--- src/rtl/serial_sub16.sv ---
// -----------------------------------------------------------------------------
// serial_sub16 -- multi-cycle serial subtractor: diff = a - b - bin
//
// Processes DIGIT bits per clock, LSB first, with a registered borrow chained
// between digits. A start pulse in IDLE captures the operands. After
// N = WIDTH/DIGIT RUN cycles the result is written to the output registers
// and done pulses for one cycle. The results then hold until the next
// operation completes.
//
// Optional feature macro: SERIAL_SUB_OVF_EN (adds the signed overflow output ovf)
//
// Parameters:
//   WIDTH  operand/result width (default 16)
//   DIGIT  bits processed per RUN cycle; must divide WIDTH evenly (default 1)
//
// Ports:
//   clk    in   rising-edge clock
//   rst_n  in   asynchronous active-low reset
//   start  in   operation request, sampled only in IDLE
//   a      in   minuend, captured on accepted start
//   b      in   subtrahend, captured on accepted start
//   bin    in   borrow-in, captured on accepted start
//   busy   out  high in RUN and DONE
//   done   out  one-cycle pulse, diff/bout valid
//   diff   out  a - b - bin mod 2^WIDTH
//   bout   out  borrow-out (a < b + bin, unsigned)
//   ovf    out  signed overflow (only with SERIAL_SUB_OVF_EN)
// -----------------------------------------------------------------------------
module serial_sub16 #(
    parameter int WIDTH = 16,
    parameter int DIGIT = 1
) (
    input  logic             clk,
    input  logic             rst_n,
    input  logic             start,
    input  logic [WIDTH-1:0] a,
    input  logic [WIDTH-1:0] b,
    input  logic             bin,
    output logic             busy,
    output logic             done,
    output logic [WIDTH-1:0] diff,
    output logic             bout
`ifdef SERIAL_SUB_OVF_EN
    ,
    output logic             ovf
`endif
);

    localparam int N     = WIDTH / DIGIT;
    localparam int CNT_W = (N > 1) ? $clog2(N) : 1;

    typedef enum logic [1:0] {
        S_IDLE = 2'd0,
        S_RUN  = 2'd1,
        S_DONE = 2'd2
    } state_t;

    state_t             state_q, state_d;
    logic [WIDTH-1:0]   a_q, a_d;
    logic [WIDTH-1:0]   b_q, b_d;
    logic               borrow_q, borrow_d;
    logic [CNT_W-1:0]   cnt_q, cnt_d;
    logic [WIDTH-1:0]   res_q, res_d;
    logic [WIDTH-1:0]   diff_q, diff_d;
    logic               bout_q, bout_d;
    logic               busy_q, busy_d;
    logic               done_q, done_d;
`ifdef SERIAL_SUB_OVF_EN
    logic               a_msb_q, a_msb_d;
    logic               b_msb_q, b_msb_d;
    logic               ovf_q, ovf_d;
`endif

    // One digit of the subtraction; bit DIGIT of the result is the borrow out.
    logic [DIGIT:0]     dig_diff_s;
    logic [WIDTH-1:0]   res_shift_s;
    logic               last_s;

    // Digit datapath: subtract the low digit and shift it into the top of the result.
    always_comb begin
        dig_diff_s  = {1'b0, a_q[DIGIT-1:0]} - {1'b0, b_q[DIGIT-1:0]}
                    - {{DIGIT{1'b0}}, borrow_q};
        res_shift_s = res_q >> DIGIT;
        res_shift_s[WIDTH-1 -: DIGIT] = dig_diff_s[DIGIT-1:0];
        last_s      = (cnt_q == CNT_W'(N - 1));
    end

    // Next-state and datapath register updates for IDLE -> RUN -> DONE.
    always_comb begin
        state_d  = state_q;
        a_d      = a_q;
        b_d      = b_q;
        borrow_d = borrow_q;
        cnt_d    = cnt_q;
        res_d    = res_q;
        diff_d   = diff_q;
        bout_d   = bout_q;
`ifdef SERIAL_SUB_OVF_EN
        a_msb_d  = a_msb_q;
        b_msb_d  = b_msb_q;
        ovf_d    = ovf_q;
`endif
        case (state_q)
            S_IDLE: begin
                if (start) begin
                    state_d  = S_RUN;
                    a_d      = a;
                    b_d      = b;
                    borrow_d = bin;
                    cnt_d    = {CNT_W{1'b0}};
                    res_d    = {WIDTH{1'b0}};
`ifdef SERIAL_SUB_OVF_EN
                    a_msb_d  = a[WIDTH-1];
                    b_msb_d  = b[WIDTH-1];
`endif
                end else begin
                    state_d  = S_IDLE;
                end
            end
            S_RUN: begin
                a_d      = a_q >> DIGIT;
                b_d      = b_q >> DIGIT;
                borrow_d = dig_diff_s[DIGIT];
                res_d    = res_shift_s;
                if (last_s) begin
                    // Final digit: publish the complete result.
                    state_d = S_DONE;
                    cnt_d   = {CNT_W{1'b0}};
                    diff_d  = res_shift_s;
                    bout_d  = dig_diff_s[DIGIT];
`ifdef SERIAL_SUB_OVF_EN
                    ovf_d   = (a_msb_q != b_msb_q) && (res_shift_s[WIDTH-1] != a_msb_q);
`endif
                end else begin
                    cnt_d   = cnt_q + {{(CNT_W-1){1'b0}}, 1'b1};
                end
            end
            S_DONE: begin
                state_d = S_IDLE;
            end
            default: begin
                state_d = S_IDLE;
            end
        endcase
        // Status outputs are registered from the next state so they align with it.
        busy_d = (state_d != S_IDLE);
        done_d = (state_d == S_DONE);
    end

    // State and datapath registers with asynchronous clear.
    always_ff @(posedge clk or negedge rst_n) begin
        if (!rst_n) begin
            state_q  <= S_IDLE;
            a_q      <= {WIDTH{1'b0}};
            b_q      <= {WIDTH{1'b0}};
            borrow_q <= 1'b0;
            cnt_q    <= {CNT_W{1'b0}};
            res_q    <= {WIDTH{1'b0}};
            diff_q   <= {WIDTH{1'b0}};
            bout_q   <= 1'b0;
            busy_q   <= 1'b0;
            done_q   <= 1'b0;
`ifdef SERIAL_SUB_OVF_EN
            a_msb_q  <= 1'b0;
            b_msb_q  <= 1'b0;
            ovf_q    <= 1'b0;
`endif
        end else begin
            state_q  <= state_d;
            a_q      <= a_d;
            b_q      <= b_d;
            borrow_q <= borrow_d;
            cnt_q    <= cnt_d;
            res_q    <= res_d;
            diff_q   <= diff_d;
            bout_q   <= bout_d;
            busy_q   <= busy_d;
            done_q   <= done_d;
`ifdef SERIAL_SUB_OVF_EN
            a_msb_q  <= a_msb_d;
            b_msb_q  <= b_msb_d;
            ovf_q    <= ovf_d;
`endif
        end
    end

    assign busy = busy_q;
    assign done = done_q;
    assign diff = diff_q;
    assign bout = bout_q;
`ifdef SERIAL_SUB_OVF_EN
    assign ovf  = ovf_q;
`endif

endmodule
--- config.mk ---
export PLATFORM = sky130hd
export DESIGN_NAME = serial_sub16
export DESIGN_NICKNAME = d
export VERILOG_FILES = /design/src/rtl/serial_sub16.sv
export SDC_FILE = /design/constraint.sdc
export NUM_CORES = 1
export LEC_CHECK = 0
export ABC_AREA = 1
export BUFFER_PORTS_ARGS = -buffer_cell sky130_fd_sc_hd__buf_4
export CORE_MARGIN = 1
export CORE_UTILIZATION = 41
export DETAILED_ROUTE_END_ITERATION = 8
export GPL_ROUTABILITY_DRIVEN = 0
export PLACE_DENSITY_LB_ADDON = 0.3
export SLEW_MARGIN = 20
export SYNTH_ARGS = -nofsm -noshare
export SYNTH_HDL_FRONTEND = slang
export SYNTH_SLANG_ARGS = --single-unit
--- constraint.sdc ---
create_clock -name clk -period 3.8 [get_ports clk]
set_clock_uncertainty 0.2 [all_clocks]
set_input_delay 0.19 -clock clk [delete_from_list [all_inputs] [get_ports clk]]
set_output_delay 0.19 -clock clk [all_outputs]
set_load 0.05 [all_outputs]
Word-level counts from Yosys, hierarchy flattened
Index checks and enable logic that the tools add are counted.
Widths: inputs -> output; s select.
Storage, ports and cells
  flip-flop bits (word level): 74
  bits in latches: 0
  memory bits (writable): 0
  bits in read-only memories: 0
  bits of input ports: 36
  output and inout bits: 19
  logic and storage cells: 36
  memories: 0
Operators by class
  add/subtract/negate cells: 3
  multiply operators: 0
  divide/modulo/power cells: 0
  magnitude comparators: 0
  equal/unequal tests: 4
  shift operators: 0
  mux-type cells: 14
  bitwise gates (word level): 0
  reductions and logical operators: 5
Operators with widths (count)
  $pmux 16 s2: 3
  $mux 16: 3
  $mux 4: 2
  $pmux 4 s2: 1
  $add 4x1->4 const B: 1
  $eq 4x4->1 const B: 1
  $pmux 2 s2: 1
  $reduce_and 2->1: 2
  $reduce_bool 2->1: 2
  $eq 2x1->1 const B: 1
  $eq 2x2->1 const B: 1
  $logic_not 2->1: 1
  $mux 1: 2
  $mux 2: 1
  $ne 2x2->1 const B: 1
  $pmux 1 s2: 1
  $sub 1x1->2: 1
  $sub 2x1->2: 1

Depth between registers and ports, before layout
Gate-level depths: netlist of the first run.
  word-level depth: 4
  mapped depth: 7
  gate-level depth less buffers: 6

Worst setup path before layout of the first run
No wires, ideal clock.
  path type: register to register
  from: register cnt_q[0]
  to: register diff_q[10], in the netlist diff[10]
  library setup time: 123 ps
  arrival time: 1142 ps
  data required time: 3477 ps
  slack: 2335 ps
  stages on the path, launching flop included: 8
  path buffers: 2
  period minus slack after synthesis: 1465 ps
  path through: dfrtp_1 -> ha_1 -> nand3_1 -> buf_4 -> nor2_8 -> buf_6 -> nand2_1 -> nand2_1
Between the ends
  cells in the longest elaborated chain, start to end: 2
Ends and longest elaborated chain
  start: declaration: line 62  | logic [CNT_W-1:0] cnt_q, cnt_d;
  start signal: assignment: line 157  | cnt_q <= {CNT_W{1'b0}};
  start signal: assignment: line 173  | cnt_q <= cnt_d;
  $eq 4x4->1: line 85  | last_s = (cnt_q == CNT_W'(N - 1));
  $reduce_and 2->1 (no line)
  end signal: assignment: line 159  | diff_q <= {WIDTH{1'b0}};
  end signal: assignment: line 175  | diff_q <= diff_d;
  end: declaration: line 64  | logic [WIDTH-1:0] diff_q, diff_d;
No other way between the ends.
A chain may end at the register's enable or synchronous reset.

Worst setup path after layout of the first run
  from: register cnt_q[0]
  to: register diff_q[14], in the netlist diff[14]
Same word-level chain as after synthesis.

==> results of run 1 <==
## sequential cells by signal, indices dropped and copies added (netlist names)
signal,cells
bout,1
cnt_q,4
a_q,16
done,1
b_q,16
busy,1
diff,16
state_q,2
borrow_q,1
res_q,15
## stage by stage
| stage | worst slack, ns | power (uW) | utilization (%) | hold slack, ns | std cells |
|---|---|---|---|---|---|
| finish | 1.75 | 3510 | 54.8 | 0.0276 | 585 |
| global route | 1.52 | 3820 | 54.8 | 0.0387 | 585 |
| CTS | 1.69 | 3560 | 54.8 | 0.0117 | 585 |
| detailed placement | 1.69 | 2850 | 47.5 | 0.185 | 535 |
| global placement | 1.77 | 2810 | 47.5 | 0.191 | 535 |
| floorplan | 2.34 | 2520 | - | -0.306 | 397 |
## synth_stat cells
cell type,n,area [um2]
buf_2,2,10.0
buf_4,4,30.0
buf_6,10,113
clkbuf_1,2,7.51
clkbuf_2,1,5.00
dfrtp_1,73,1830
fa_1,1,20.0
ha_1,1,12.5
inv_1,49,184
inv_2,1,3.75
inv_6,1,8.76
nand2_1,145,544
nand2_4,2,22.5
nand3_1,5,25.0
nand4_1,1,6.26
nor2_1,32,120
nor2_4,1,11.3
nor2_8,1,20.0
o21ai_0,21,105
o21ai_1,31,155
o22ai_1,13,81.3
## final cells by class
class | count | area [um2]
Clock buffer | 9 | 124
Inverter | 51 | 196
Fill cell | 750 | 3510
Tap cell | 102 | 128
Clock inverter | 7 | 101
Sequential cell | 73 | 1830
Timing Repair Buffer | 89 | 753
Multi-Input combinational cell | 254 | 1120
## worst max-delay path: stages (launching register included)
cell and delay [ns]:
dfrtp_1 0.40, ha_1 0.21, nand3_1 0.54, nor2_8 0.46, nand2_1 0.11, nand2_1 0.08
## routing by layer
layer / global-route usage, % / wire length [um]
met1: 21.7 / 3080
met2: 28.4 / 2960
met3: 5.31 / 278
met4: 3.65 / 27
met5: 0 / 0
## final timing paths
path	start	end	slack, ns	cells after the start
max	cnt_q[0]	diff[14]	1.75	5
min	start	state_q[0]	0.03	3
max reg2reg	cnt_q[0]	diff[14]	1.75	5
min reg2reg	a_q[15]	a_q[15]	0.28	2
max in group asynchronous	rst_n	b_q[1]	2.49	2
min in group asynchronous	rst_n	diff[3]	0.32	2
## logic make-up after synthesis
| group | Yosys count | synth area share, % |
|---|---|---|
| AOI/OAI and AO/OA | 65 | 10.3 |
| adders and majority gates | 2 | 0.982 |
| buffers and inverters | 70 | 10.9 |
| DFF | 73 | 55.2 |
| and+or+nand+nor | 187 | 22.6 |
## timing repair
| action | in CTS | in global routing |
|---|---|---|
| setup buffers | 0 | 0 |
| endpoints found under the hold margin | 106 | 0 |
| hold buffers | 34 | 0 |
## where the power goes
part / internal (uW) / total [uW] / switching, uW
logic: 499 / 1490 / 995
registers: 1140 / 1340 / 197
clock network: 375 / 680 / 305
total: 2020 / 3510 / 1500
==> flow_metrics.tcl, run 1 <==
set metrics [dict create \
    worstPathMaxFanout 20 \
    grt_pass1_wl_um 11500 \
    critPathCaptureType "flop" \
    io_buffers 54 \
    synthDistinctLibCells 21 \
    final_cell_mix "nand2_1, dfrtp_1, buf_4" \
    synth_nets 435 \
    required_ns 3.89 \
    final_max_slew_viol_count 0 \
    dpl-instance-area_um2 3690 \
    start_util_pct 42.6 \
    track_usage_pct 17.0 \
    vias_per_cell 4.57 \
    hpwlAfterDp_um 3810 \
    rows 32 \
    fin_crit_sh_pct 54.0 \
    finalSetupViolations 0 \
    fmax_mhz 488 \
    grt_max_degree 74 \
    synth_area_um2 3310 \
    irDropWorstVdd_uv 375 \
    die_w_um 91.9 \
    area_growth_pct 28.4 \
    drive_gt1_share_pct 15.9 \
    cts_tree "yes" \
    clk_pin_slew_ns 0.09 \
    synth-seq-area-share_pct 55.2 \
    syn-mean-instance-area_um2 8.34 \
    status "completed" \
    cts_resized 0 \
    cts.htree.levels 3 \
    cts.sinks 73 \
    fin_nets 516 \
    relSlewSlack_pct 39.9 \
    die_h_um 91.9 \
    finalWirelength_um 6350 \
    antenna_found_initial 0 \
    arrival_ns 2.14 \
    hold_viol 0 \
    postRouteAntennaNets 0 \
    worst_pin_slew_ns 0.901 \
    clk_latency_ns 0.34 \
    cts_buffers 9 \
    drcViolationCount 0 \
    firstDrtPassIters 4 \
    antenna_cells 0 \
    dieArea_um2 8440 \
    ys_seq_elements 73 \
    powerDensity_nw_per_um2 826 \
    rsz0062_at_grt "no" \
    total_leakage_power_uw 0.00218 \
    holdCritPathClass "primary input to flop" \
    final_area_um2 4250 \
    wire_per_inst_um 10.8 \
    period_needed_ns 2.05 \
    grt_pass1_vias 2593 \
    ctsRootBufferMaster "clkbuf_8" \
    overflow 0 \
    vias 2676 \
    final_common_cell "nand2_1" \
    max-clock-path-buffers 2 \
    yosysWarnings 0 \
    first_iter_violations 146 \
    crit_type "flop to flop" \
    worstSetupStartpointType "flop" \
    synthCells 397 \
    tns_ns 0 \
    io_pins 55 \
    core_area_um2 7770 \
    maxCapViolCount 0 \
]
(Power assumes the default switching activity.)
==> run 2: changes to the inputs <==
==> constraint.sdc (replaced) <==
create_clock -name clk -period 1.7 [get_ports clk]
set_clock_uncertainty 0.2 [all_clocks]
set_input_delay 0.085 -clock clk [delete_from_list [all_inputs] [get_ports clk]]
set_output_delay 0.085 -clock clk [all_outputs]
set_load 0.05 [all_outputs]
==> run 2 against run 1 <==
Compared with the run above: wire length up 10%; combinational power increased by 140%; largest cell class unchanged; highest routed layer unchanged; critical path type unchanged; cell count grew 2.6%; largest power group unchanged; total power rose by 130%.
==> flow_metrics.tcl, run 2 (synthesis results as in run 1) <==
set metrics [dict create \
    status "completed" \
    grt_pass1_wl_um 12100 \
    regToRegSetupSlack_ns 0.09 \
    maxCapViolCount 0 \
    seq_area_um2 1830 \
    cts.htree.levels 3 \
    grt_max_degree 42 \
    drcViolationCount 0 \
    final_cell_mix "nand2_1, dfrtp_1, buf_4" \
    max_stage_delay_ns 0.42 \
    holdCritPathClass "primary input to async pin" \
    die_w_um 91.9 \
    rr_startpoint "cnt_q[0]" \
    worst_path_most_repeated_cell "buf_4" \
    multi_input_area_um2 1140 \
    postRouteAntennaNets 0 \
    grt_pass1_vias 2701 \
    wire_per_inst_um 11.7 \
    crit_type "flop to flop" \
    vias 2773 \
    total_leakage_power_uw 0.00227 \
    fillers 723 \
    area_growth_pct 33.5 \
    clk_latency_ns 0.34 \
    antenna_cells 0 \
    rsz0062_at_grt "no" \
    track_usage_pct 18.0 \
    start_util_pct 42.6 \
    firstDrtPassIters 4 \
    dpl-instance-area_um2 3800 \
    clk_pin_slew_ns 0.08 \
    vias_per_cell 4.62 \
    relSlewSlack_pct 76.3 \
    finalWirelength_um 7010 \
    fin_crit_sh_pct 94.8 \
    antenna_found_initial 0 \
    final_common_cell "nand2_1" \
    worstPathMaxFanout 21 \
    worstSetupStartpoint "cnt_q[0]" \
    drive_gt1_share_pct 18.3 \
    period_needed_ns 1.61 \
    ctsRootBufferMaster "clkbuf_8" \
    die_h_um 91.9 \
    fin_nets 531 \
    rows 32 \
    cts.sinks 73 \
    cts_tree "yes" \
    hpwlAfterDp_um 4280 \
    dieArea_um2 8440 \
    slowest_stage "dfrtp_1" \
    worstSetupStartpointType "flop" \
    p_switching_uw 3420 \
    tns_ns 0 \
    power.total_uw 8130 \
    core_area_um2 7770 \
    r2r-end "state_q[1]" \
    p_seq_share_pct 36.8 \
    cts_buffers 9 \
    io_pins 55 \
    worst_pin_slew_ns 0.355 \
    power.internal_uw 4720 \
    crit_buf_inv 2 \
    p_sw_share_pct 42.0 \
    irDropWorstVdd_uv 848 \
    powerDensity_nw_per_um2 1840 \
    final_max_slew_viol_count 0 \
    rr_worst_depth 5 \
    fmax_mhz 620 \
    overflow 0 \
    clock_power_share_pct 18.7 \
    max-clock-path-buffers 2 \
    required_ns 1.74 \
    final_area_um2 4420 \
    hold_viol 0 \
    io_buffers 54 \
    arrival_ns 1.65 \
    first_iter_violations 81 \
    critPathCaptureType "flop" \
    combinationalPowerShare_pct 44.5 \
    crit_family "buffers and inverters" \
    finalSetupViolations 0 \
    worstPathCellList "ha_1 > nand3_1 > buf_4 > nor2_2 > buf_4" \
]
run 2: worst max-delay path by stage:
stage	endpoint	slack, ns	depth (start not counted)
finish	state_q[1]	0.09	5
global route	diff[2]	0.007	6
CTS	bout	0.05	6
detailed placement	bout	0.06	6
global placement	diff[2]	0.06	6
floorplan	diff[6]	0.24	7
run 2: metrics by stage:
step	hold WS (ns)	setup WS, ns	std cells	utilization (%)
after global routing	0.0251	0.00701	600	56.9
after CTS	0.000729	0.0514	594	56.3
after detailed placement	-0.178	0.0572	543	48.9
final	0.00183	0.0877	600	56.9
after floorplan	-0.411	0.235	397	-
after global placement	-0.179	0.0617	543	48.9
run 2: power by group through the flow:
stage	clock [uW]	sequential (uW)	combinational (uW)
final	1520	2990	3620
after global routing	1650	3110	4070
after CTS	1580	3000	3560
after detailed placement	0	3030	3490
after global placement	0	3000	3400
after floorplan	0	3700	1930
run 2: timing repair:
| action | in CTS | in global routing |
|---|---|---|
| hold endpoints to repair | 107 | 0 |
| endpoints found under the setup margin | 0 | 17 |
| resized for setup | 0 | 0 |
| buffers inserted | 0 | 4 |
| hold buffers | 35 | 0 |
run 2: routing by layer:
metal | vias up | GRT usage [%] | wire [um]
met1 | 1282 | 22.4 | 3310
met4 | 0 | 4.43 | 48
met3 | 6 | 5.39 | 266
met2 | 68 | 30.7 | 3390
met5 | - | 0 | 0
li1 | 1417 | - | -
run 2: layout make-up:
type | instances | area share (%)
inverters | 51 | 4.44
clock inverters | 6 | 2.04
repair buffers | 102 | 20.4
flip-flops and latches | 73 | 41.3
multi-input cells | 256 | 25.8
clock buffers | 10 | 3.11
well taps | 102 | 2.89
